`src/rtl/alu_pkg.sv`:
```
// alu_pkg: shared definitions for the alu_muldiv execute-stage unit.
//   - 5-bit ALUCtrl operation codes
//   - sequencer state encoding (IDLE, MUL, DIV, DONE)
//   - HI/LO select constants used by mfhi/mflo
//   - is_iter_op(): true for ops that go through the iterative mult/div unit
package alu_pkg;

    localparam logic [4:0] OP_AND  = 5'b00000;
    localparam logic [4:0] OP_OR   = 5'b00001;
    localparam logic [4:0] OP_ADD  = 5'b00010;
    localparam logic [4:0] OP_SUB  = 5'b00110;
    localparam logic [4:0] OP_SLT  = 5'b00111;
    localparam logic [4:0] OP_NOR  = 5'b01000;
    localparam logic [4:0] OP_XOR  = 5'b01001;
    localparam logic [4:0] OP_SLL  = 5'b01010;
    localparam logic [4:0] OP_SRL  = 5'b10000;
    localparam logic [4:0] OP_SRA  = 5'b10001;
    localparam logic [4:0] OP_MULT = 5'b10010;
    localparam logic [4:0] OP_DIV  = 5'b10011;
    localparam logic [4:0] OP_MFHI = 5'b10100;
    localparam logic [4:0] OP_MFLO = 5'b10101;

    typedef enum logic [1:0] {
        IDLE = 2'd0,
        MUL  = 2'd1,
        DIV  = 2'd2,
        DONE = 2'd3
    } state_t;

    localparam logic SEL_LO = 1'b0;
    localparam logic SEL_HI = 1'b1;

    function automatic logic is_iter_op(input logic [4:0] op);
        return (op == OP_MULT) || (op == OP_DIV);
    endfunction

endpackage

```
`src/rtl/alu_muldiv_iter.sv`:
```
// alu_muldiv_iter: iterative multiply / divide engine.
//   Multiply is shift-add on operand magnitudes, divide is restoring division
//   on magnitudes; signs are fixed up on the way out.
// Ports:
//   clk, reset      clock, synchronous active-high reset (aborts an op)
//   start           load operands and begin (one-cycle strobe)
//   is_div          1 = divide, 0 = multiply (sampled with start)
//   sign            1 = signed operands (sampled with start)
//   a, b            dividend/multiplicand, divisor/multiplier
//   done            combinational strobe: {hi, lo} valid in this cycle
//   hi, lo          result halves (remainder/quotient for divide)
// Config macro ALU_EARLY_TERM_EN: multiply stops once the remaining
//   multiplier bits are all zero (at least one iteration).
module alu_muldiv_iter
    import alu_pkg::*;
#(
    parameter int WIDTH = 32
) (
    input  logic             clk,
    input  logic             reset,
    input  logic             start,
    input  logic             is_div,
    input  logic             sign,
    input  logic [WIDTH-1:0] a,
    input  logic [WIDTH-1:0] b,
    output logic             done,
    output logic [WIDTH-1:0] hi,
    output logic [WIDTH-1:0] lo
);
    localparam int CW = $clog2(WIDTH) + 1;
    localparam logic [CW-1:0] LAST = CW'(WIDTH - 1);
    localparam logic [CW-1:0] ONE  = CW'(1);

    logic               running;
    logic               div_mode;
    logic               prod_neg;
    logic               quo_neg;
    logic               rem_neg;
    logic [CW-1:0]      count;
    logic [2*WIDTH-1:0] prod;
    logic [2*WIDTH-1:0] mcand;
    logic [WIDTH-1:0]   mplier;
    logic [WIDTH-1:0]   rem;
    logic [WIDTH-1:0]   quo;
    logic [WIDTH-1:0]   divisor;
    logic [WIDTH-1:0]   mag_a;
    logic [WIDTH-1:0]   mag_b;
    logic [2*WIDTH-1:0] prod_nxt;
    logic [2*WIDTH-1:0] prod_fix;
    logic [WIDTH:0]     trial;
    logic [WIDTH-1:0]   rem_nxt;
    logic [WIDTH-1:0]   quo_nxt;
    logic               mul_done;

    assign mag_a = (sign && a[WIDTH-1]) ? -a : a;
    assign mag_b = (sign && b[WIDTH-1]) ? -b : b;

    // One iteration step for both algorithms. The multiply step is a no-op
    // once the multiplier is exhausted, so the early-exit cycle can reuse
    // prod_nxt as the final product without a special case.
    always_comb begin
        prod_nxt = prod;
        if (mplier[0]) begin
            prod_nxt = prod + mcand;
        end
        trial = {rem, quo[WIDTH-1]} - {1'b0, divisor};
        if (trial[WIDTH]) begin
            rem_nxt = {rem[WIDTH-2:0], quo[WIDTH-1]};
        end else begin
            rem_nxt = trial[WIDTH-1:0];
        end
        quo_nxt = {quo[WIDTH-2:0], ~trial[WIDTH]};
    end

    // Completion: divide always runs WIDTH steps; multiply either runs WIDTH
    // steps or, with early termination, leaves on the first cycle that finds
    // no multiplier bits left (never on the very first iteration).
`ifdef ALU_EARLY_TERM_EN
    assign mul_done = (count != '0) && (mplier == '0);
`else
    assign mul_done = (count == LAST);
`endif
    assign done = running && (div_mode ? (count == LAST) : mul_done);

    // Sign fix-up of the final step. A zero divisor leaves the quotient as
    // all ones and the remainder as the dividend, so the quotient is not
    // negated in that case; the remainder still takes the dividend's sign.
    assign prod_fix = prod_neg ? -prod_nxt : prod_nxt;
    assign hi = div_mode ? (rem_neg ? -rem_nxt : rem_nxt) : prod_fix[2*WIDTH-1:WIDTH];
    assign lo = div_mode ? (quo_neg ? -quo_nxt : quo_nxt) : prod_fix[WIDTH-1:0];

    // Operand load on start, then one step per cycle while running.
    always_ff @(posedge clk) begin
        if (reset) begin
            running  <= 1'b0;
            div_mode <= 1'b0;
            prod_neg <= 1'b0;
            quo_neg  <= 1'b0;
            rem_neg  <= 1'b0;
            count    <= '0;
            prod     <= '0;
            mcand    <= '0;
            mplier   <= '0;
            rem      <= '0;
            quo      <= '0;
            divisor  <= '0;
        end else if (start) begin
            running  <= 1'b1;
            div_mode <= is_div;
            prod_neg <= sign && (a[WIDTH-1] ^ b[WIDTH-1]);
            quo_neg  <= sign && (a[WIDTH-1] ^ b[WIDTH-1]) && (b != '0);
            rem_neg  <= sign && a[WIDTH-1];
            count    <= '0;
            prod     <= '0;
            mcand    <= {{WIDTH{1'b0}}, mag_a};
            mplier   <= mag_b;
            rem      <= '0;
            quo      <= mag_a;
            divisor  <= mag_b;
        end else if (running) begin
            if (done) begin
                running <= 1'b0;
            end
            count  <= count + ONE;
            prod   <= prod_nxt;
            mcand  <= mcand << 1;
            mplier <= mplier >> 1;
            rem    <= rem_nxt;
            quo    <= quo_nxt;
        end
    end

endmodule

```
`src/rtl/alu_muldiv.sv`:
```
// alu_muldiv: EX-stage ALU with iterative multiply/divide and HI/LO registers.
// Ports:
//   clk, reset      clock, synchronous active-high reset
//   in_valid        operation presented
//   in_ready        unit accepts an operation this cycle (state IDLE)
//   ALUCtrl         5-bit op code (see alu_pkg)
//   Sign            1 = signed slt/mult/div
//   in1, in2        operands; in1[SHW-1:0] is the shift amount
//   out_valid       one-cycle pulse, out/zero valid
//   out, zero       registered result and (out == 0)
//   busy            iterative op in flight
// Config macro ALU_EARLY_TERM_EN: early multiply termination in the
//   iterative unit; results are identical, only latency changes.
module alu_muldiv
    import alu_pkg::*;
#(
    parameter int WIDTH = 32
) (
    input  logic             clk,
    input  logic             reset,
    input  logic             in_valid,
    output logic             in_ready,
    input  logic [4:0]       ALUCtrl,
    input  logic             Sign,
    input  logic [WIDTH-1:0] in1,
    input  logic [WIDTH-1:0] in2,
    output logic             out_valid,
    output logic [WIDTH-1:0] out,
    output logic             zero,
    output logic             busy
);
    localparam int SHW = $clog2(WIDTH);

    state_t           state;
    logic [WIDTH-1:0] hi_reg;
    logic [WIDTH-1:0] lo_reg;
    logic [WIDTH-1:0] alu_res;
    logic             lt;
    logic             hilo_sel;
    logic             iter_start;
    logic             iter_done;
    logic [WIDTH-1:0] iter_hi;
    logic [WIDTH-1:0] iter_lo;

    assign in_ready   = (state == IDLE);
    assign busy       = (state != IDLE);
    assign iter_start = in_ready && in_valid && is_iter_op(ALUCtrl);
    assign hilo_sel   = (ALUCtrl == OP_MFHI) ? SEL_HI : SEL_LO;

    // Single-cycle result. mult/div codes fall into the default here; their
    // result comes from the iterative unit instead.
    always_comb begin
        alu_res = '0;
        lt      = Sign ? ($signed(in1) < $signed(in2)) : (in1 < in2);
        case (ALUCtrl)
            OP_AND:           alu_res = in1 & in2;
            OP_OR:            alu_res = in1 | in2;
            OP_ADD:           alu_res = in1 + in2;
            OP_SUB:           alu_res = in1 - in2;
            OP_SLT:           alu_res = {{(WIDTH-1){1'b0}}, lt};
            OP_NOR:           alu_res = ~(in1 | in2);
            OP_XOR:           alu_res = in1 ^ in2;
            OP_SLL:           alu_res = in2 << in1[SHW-1:0];
            OP_SRL:           alu_res = in2 >> in1[SHW-1:0];
            OP_SRA:           alu_res = $signed(in2) >>> in1[SHW-1:0];
            OP_MFHI, OP_MFLO: alu_res = (hilo_sel == SEL_HI) ? hi_reg : lo_reg;
            default:          alu_res = '0;
        endcase
    end

    alu_muldiv_iter #(
        .WIDTH (WIDTH)
    ) u_iter (
        .clk    (clk),
        .reset  (reset),
        .start  (iter_start),
        .is_div (ALUCtrl == OP_DIV),
        .sign   (Sign),
        .a      (in1),
        .b      (in2),
        .done   (iter_done),
        .hi     (iter_hi),
        .lo     (iter_lo)
    );

    // Issue sequencer. Single-cycle ops complete in IDLE; mult/div park in
    // MUL/DIV until the engine strobes done, which writes HI/LO and the
    // result together so the DONE cycle is the out_valid cycle.
    always_ff @(posedge clk) begin
        if (reset) begin
            state     <= IDLE;
            hi_reg    <= '0;
            lo_reg    <= '0;
            out       <= '0;
            zero      <= 1'b1;
            out_valid <= 1'b0;
        end else begin
            out_valid <= 1'b0;
            case (state)
                IDLE: begin
                    if (in_valid) begin
                        if (ALUCtrl == OP_MULT) begin
                            state <= MUL;
                        end else if (ALUCtrl == OP_DIV) begin
                            state <= DIV;
                        end else begin
                            out       <= alu_res;
                            zero      <= (alu_res == '0);
                            out_valid <= 1'b1;
                        end
                    end
                end
                MUL, DIV: begin
                    if (iter_done) begin
                        hi_reg    <= iter_hi;
                        lo_reg    <= iter_lo;
                        out       <= iter_lo;
                        zero      <= (iter_lo == '0);
                        out_valid <= 1'b1;
                        state     <= DONE;
                    end
                end
                DONE:    state <= IDLE;
                default: state <= IDLE;
            endcase
        end
    end

endmodule
```
`config.mk`:
```
export PLATFORM = sky130hd
export DESIGN_NAME = alu_muldiv
export DESIGN_NICKNAME = d
export VERILOG_FILES = /design/src/rtl/alu_pkg.sv /design/src/rtl/alu_muldiv_iter.sv /design/src/rtl/alu_muldiv.sv
export SDC_FILE = /design/constraint.sdc
export NUM_CORES = 2
export LEC_CHECK = 0
export ABC_AREA = 1
export ABC_CLOCK_PERIOD_IN_PS = 7100
export BUFFER_PORTS_ARGS = -buffer_cell sky130_fd_sc_hd__buf_2
export CELL_PAD_IN_SITES_DETAIL_PLACEMENT = 1
export CELL_PAD_IN_SITES_GLOBAL_PLACEMENT = 2
export CORE_AREA = 2 2 287 360
export DETAILED_ROUTE_END_ITERATION = 12
export DIE_AREA = 0 0 289 362
export PLACE_DENSITY = 0.95
export SLEW_MARGIN = 20
export SYNTH_ARGS = -nofsm -noshare
export SYNTH_HDL_FRONTEND = slang
export SYNTH_SLANG_ARGS = --single-unit
```
`constraint.sdc`:
```
create_clock -name clk -period 7.1 [get_ports clk]
set_input_delay 0 -clock clk [delete_from_list [all_inputs] [get_ports clk]]
set_output_delay 0 -clock clk [all_outputs]
set_load 0.01 [all_outputs]
```
### Word-level counts from Yosys, hierarchy flattened

Cells that the tools add are included.

* logic and storage cells: 126
* bits of input ports: 73
* memories kept: 0
* bits in read-only memories: 0
* latch bits: 0
* bits in writable memories: 0
* register bits: 367
* output and inout bits: 36

* bitwise gates (word level): 6
* muxes and demuxes: 42
* reduce and logical (&&, ||, !) cells: 22
* equal/unequal tests: 22
* magnitude comparators: 2
* $mul: 0
* $add $sub $neg: 10
* div/mod/pow operators: 0
* shift operators: 3

Operators with widths (number)
* 2-to-1 mux 32 bit: 18
* one-hot mux 32 bit (11 select lines): 1
* 2-to-1 mux 64 bit: 2
* negation 32 bit: 4
* adder 64 bit: 1
* logical NOT 32 bit: 2
* less-than comparator 32 bit: 2
* negation 64 bit: 1
* one-hot mux 32 bit (2 select lines): 1
* subtractor 33 x 32 -> 33 bit: 1
* adder 32 bit: 1
* bitwise AND 32 bit: 1
* NOT 32 bit: 1
* OR 32 bit: 1
* nonzero test 32 bit: 1
* left shift 32 x 5 -> 32 bit: 1
* >> shifter 32 x 5 -> 32 bit: 1
* >>> shifter 32 x 5 -> 32 bit: 1
* subtractor 32 bit: 1
* bitwise XOR 32 bit: 1
* equality test 5 bit, second input constant: 6
* equality test 5 x 4 -> 1 bit, second input constant: 3
* 2-to-1 mux 1 bit: 13
* equality test 5 x 3 -> 1 bit, second input constant: 2
* 22 further kinds: 40

### Depth between registers and ports, before layout

* depth in word-level cells: 9
* gate-level depth with buffers: 37
* depth with buffers taken out: 35

### Modules after synthesis

Synthesis repeated with hierarchy kept, for this count alone.

* cell total of the unflattened synthesis: 7650
* area, all modules: 40831.7 µm²

Modules (own cells, without submodules)
* alu_muldiv_iter: cells an instance 4772, times used 1, area each 25981.2 µm²
* alu_muldiv: cells an instance 2878, times used 1, area each 14850.5 µm²

### Least setup slack after synthesis

OpenSTA, ideal clock, no wires.

* path kind: reg2reg
* from: reg u_iter.quo[31]
* to: reg zero
* stages on the path, launching flop included: 35
* path slack: 2.904 ns
* setup time: 0.059 ns
* arrival: 4.137 ns
* path buffers: 2
* path through: dfxtp_1 -> inv_1 -> ha_1 -> inv_1 -> fa_1 -> nand3_1 -> nand2_1 -> nand2_1 -> nand2_2 -> nand2_2 -> nand2_4 -> nand2_2 -> nand2_2 -> nand2_2 -> nand2_4 -> buf_8 -> inv_2 -> buf_6 -> ha_1 -> nand3_1 -> nor3_1 -> nand2_1 -> nor3_1 -> nand4_1 -> o21ai_0 -> o21ai_0 -> o21ai_0 -> nand2_1 -> nor2_1 -> nand3_1 -> nor2_1 -> nand2_1 -> nand2_1 -> nand2_1 -> nand2_1

* cells in the longest elaborated chain, start to end: 8

RTL lines
* from (decl): line alu_muldiv_iter.sv:44 `logic [WIDTH-1:0] quo;`
* from (signal assigned): line alu_muldiv_iter.sv:118 `quo <= mag_a;`
* from (signal assigned): line alu_muldiv_iter.sv:129 `quo <= quo_nxt;`
* subtractor 33 x 32 -> 33 bit *: line alu_muldiv_iter.sv:66 `trial = {rem, quo[WIDTH-1]} - {1'b0, divisor};`
* NOT 1 bit *: line alu_muldiv_iter.sv:72 `quo_nxt = {quo[WIDTH-2:0], ~trial[WIDTH]};`
* negation 32 bit: line alu_muldiv_iter.sv:90 `assign lo = div_mode ? (quo_neg ? -quo_nxt : quo_nxt) : prod_fix[WIDTH-1:0];`
* 2-to-1 mux 32 bit * (2 in series): line alu_muldiv_iter.sv:90
* logical NOT 32 bit *: line alu_muldiv.sv:118 `zero <= (iter_lo == '0);`
* 2-to-1 mux 1 bit *: line alu_muldiv.sv:114 `if (iter_done) begin`
* one-hot mux 1 bit (2 select lines) *: line alu_muldiv.sv:99 `case (state)`
* to (signal assigned): line alu_muldiv.sv:108 `zero <= (alu_res == '0);`
* to (signal assigned): line alu_muldiv.sv:118
* to (decl): line alu_muldiv.sv:29 `output logic zero,`

Mark *: on every way between the ends. The rest lies on a longest branch, timed or not. The select of a mux whose other input is x is not followed.
A chain may end at the register's enable or synchronous reset.

### Worst setup path after layout

Same ends and word-level chain as after synthesis.

==> results.md <==
- The run finished with clean final reports.
- After layout, the minimum clock period comes to 5.44 ns.
- The total number of placement rows is 131.
- TritonCTS built the clock tree.
- For this block, the initial DRC count from the detailed router was 3989.
- The total count of max-transition violations in the final report is 0.
- The synthesized instance count is 6545.
- The worst-case setup margin in the final layout is 1.66 ns.
- The setup slack after placement is 1.78 ns.
- The pre-antenna-repair detailed-routing pass consisted of 7 iterations.
- Measured along the y axis, the die boundary spans 362 um.
- The final weighted congestion in routability-driven placement is 1.08.
- In the final layout, the registers with the most flip-flops are u_iter.mcand: 64 flops, u_iter.prod: 64 flops.
- The kind of start point of the critical path is a register.
- The min-delay analysis places its worst path in the category input port to register.
- The total count of hold-check failures in the final report is 0.
- The number of antenna violations at the first check in global routing is 15.
- The synthesized design contains 0 enable-type register cells.
- The number of placed I/O pins is 109.
- The fraction of final layout cells with drive strength greater than 1 is 0.0576.
- The standard cell core area is 101000 um2.
- For this run, the register share of the synthesized area comes to 0.198.
- The slowest cell on the critical path is nor3_1.
- CTS saw 367 sinks.
- On the critical path the largest part of the delay comes from simple AND/OR/NAND/NOR gates.
- The total overflow reported by the global router is 0.
- The total of cells resized after clock tree synthesis is 0.
- The CTS buffer count is 45.
- The critical path in this run is classified as register to register.
- Setup total negative slack on the finished layout was measured at 0 ns.
- The worst-case IR drop observed on VDD is 267 uV.
- The routed layout has 46.7k vias.
- The count of input and output buffers is 108.
- The share of total power dissipated in combinational logic is 0.478.
- Among all flip-flop cells after synthesis, the most frequent one is dfxtp_1.
- Of the total power, the share spent switching nets is 0.491.
- The period utilization is 0.766.
- The per-cell via count in the routed design is 5.93.
- The fraction of synthesis flops using an asynchronous set or reset pin is 0.
- The analysis attributes to net switching a power of 4.62 mW.
- For this run, the number of Yosys warnings is 0.
- Summing every instance area after synthesis gives 37200 um2.
- The count of nets left with antenna violations once routing finished came out at 0.
- The clock transition at the registers of the reported paths is 0.06 ns.
- The total instance count after detailed placement is 7764.
- The placed instance area is 38800 um2.
- The tree is rooted in a clkbuf_16.
- The H-tree depth reported by CTS is 2.
- The normalized max-slew margin is 0.150.
- The largest driver fanout on the critical path is 11.
- The routed length per instance is 27.4 um.
- The most common cell after layout, fill and taps aside is nand2_1.
- The netlist uses 63 different library cells.
- The number of buffers and inverters on the critical path is 3.
- The highest achievable clock rate is 184 MHz.
- At the worst endpoint, the required time is 7.66 ns.
- The arrival time at the worst endpoint is 6.00 ns.
- The layout overhead on the synthesized area is 8.92%.
- The DRC violation count after routing is 0.
- Internal power comes to 4.79 mW.
- From left edge to right edge, the die measures 289 um.
- The summed area of non-filler cells in the final layout is 40500 um2.
- The clock skew after layout is 0.0308 ns.
- The via count of the first global-routing pass came to 46.6k.
- The clock latency of the later-clocked register in the worst-skew pair is 0.62 ns.
- For this design the static power due to leakage is 19.3 nW.
- The power per cell area is 233 nW/um2.
- The share of total power dissipated in sequential elements is 0.254.
- Setup violations remaining at the end of the flow were counted as 0.
- Counting flops and latches in the post-synthesis netlist gives 367.
- The global-route usage over all layers is 0.401.
- At the pin with the least slew margin, the transition time is 1.27 ns.
- In the layout the commonest cells are nand2_1 (1727), inv_1 (874), o21ai_0 (625), nor2_1 (577), a21oi_1 (554).
- The critical path's most frequent cell is nand2_1.
- The post-detailed-routing wire length is 215000 um.
- The average instance area after synthesis is 5.68 um2.
- Across the run, the number of max-cap violations was 0.
- The proportion of power drawn by the clock network is 0.268.
- The starting density of the core is 0.367.
- The first global-routing pass estimated 310000 um of wire.
- The HPWL reported at the end of detailed placement is 171000 um.
- The non-filler instance count after layout is 7865.
- The final layout net count is 6769.
- The die covers 105000 um2.
- STA classifies the critical path endpoint as a register.
- Setup repair after global routing left no endpoint under its margin.
- The worst stage delay on the critical path is 0.66 ns.
- The buffer levels on the longest clock path is 3.
- The largest net degree at the start of global routing is 82.
- The synthesized net count is 6821.
- The setup slack of the worst register-to-register path is 1.66 ns.
-- cell families (layout without fill, tap and decap cells) --
family	after synthesis	after routing	synth area share
flops	367	367	0.198
fa+ha+maj	203	203	0.0692
xor+xnor	47	47	0.0111
mux	20	20	0.00539
other cells	0	8	0
buf+inv	1184	1166	0.122
compound gates	1626	1626	0.246
simple gates	3098	3098	0.348
-- power by group through the flow --
stage | logic (mW) | clock network [mW] | registers [mW]
3_3_place_gp | 4.30 | 0 | 2.40
5_1_grt | 4.86 | 2.61 | 2.38
3_5_place_dp | 4.37 | 0 | 2.41
6_report | 4.50 | 2.52 | 2.39
4_1_cts | 4.41 | 2.54 | 2.36
2_1_floorplan | 2.90 | 0 | 2.34
-- final cells by class --
class	instances	area, um2
fillers	14038	60800
diodes	8	20.0
clock buffers	60	1310
clock inverters	21	249
multi-input cells	4994	25300
well taps	1330	1660
flip-flops and latches	367	7350
repair buffers	187	1180
inverters	898	3380
-- cell usage after synthesis, types with 18 or more instances --
library cell / instances / area [um2]
buf_1: 30 / 113
nand4_1: 75 / 469
nand2_1: 1728 / 6490
xnor2_1: 19 / 166
nand3_1: 508 / 2540
a221oi_1: 19 / 166
dfxtp_1: 367 / 7350
clkbuf_1: 223 / 837
o21bai_1: 23 / 173
a31oi_1: 52 / 325
nand2_2: 21 / 131
a21oi_1: 554 / 2770
o211ai_1: 75 / 563
o21ai_2: 18 / 158
xor2_1: 28 / 245
ha_1: 199 / 2490
inv_1: 878 / 3300
nor3_1: 94 / 470
o21a_1: 26 / 195
o21ai_0: 628 / 3140
mux2i_1: 20 / 200
buf_2: 26 / 130
nor2_1: 579 / 2170
o22ai_1: 98 / 613
o21ai_1: 22 / 110
-- tightest hold or removal path, delay by kind of cell --
family | cells | cell delay (ns)
buf+inv | 1 | 0.18
simple gates | 2 | 0.22
compound gates | 2 | 0.21
-- per-layer routing --
layer  track usage  up-vias  share of wire  routed length (um)
met1         0.442    22656           0.38               80900
met4         0.340        6           0.10               21700
li1              -    21561              -                   -
met2         0.664     1780           0.46               99400
met3        0.0722      664          0.062               13300
met5             0        -        0.00018                  38
-- metrics by stage --
stage          power (mW)  hold WS, ns  utilization
2_1_floorplan        5.24        0.167            -
3_3_place_gp         6.70        0.285        0.383
3_5_place_dp         6.78        0.287        0.383
4_1_cts              9.31      0.00304        0.399
5_1_grt              9.86       0.0358        0.399
6_report             9.41       0.0558        0.399
-- path summary, 6_finish.rpt --
path | to | cells after the start | from
worst max-delay path | zero | 32 | u_iter.quo[31]
worst min-delay path | u_iter.divisor[7] | 5 | in2[7]
worst min register to register | out[27] | 2 | out[27]
worst max register to register | zero | 32 | u_iter.quo[31]
-- repair_timing --
| item | in CTS | in global routing |
|---|---|---|
| hold endpoints to repair | 20 | 0 |
| hold buffers | 11 | 0 |
| buffers inserted | 0 | 0 |
Note: power is estimated with default switching activity, not from simulation.
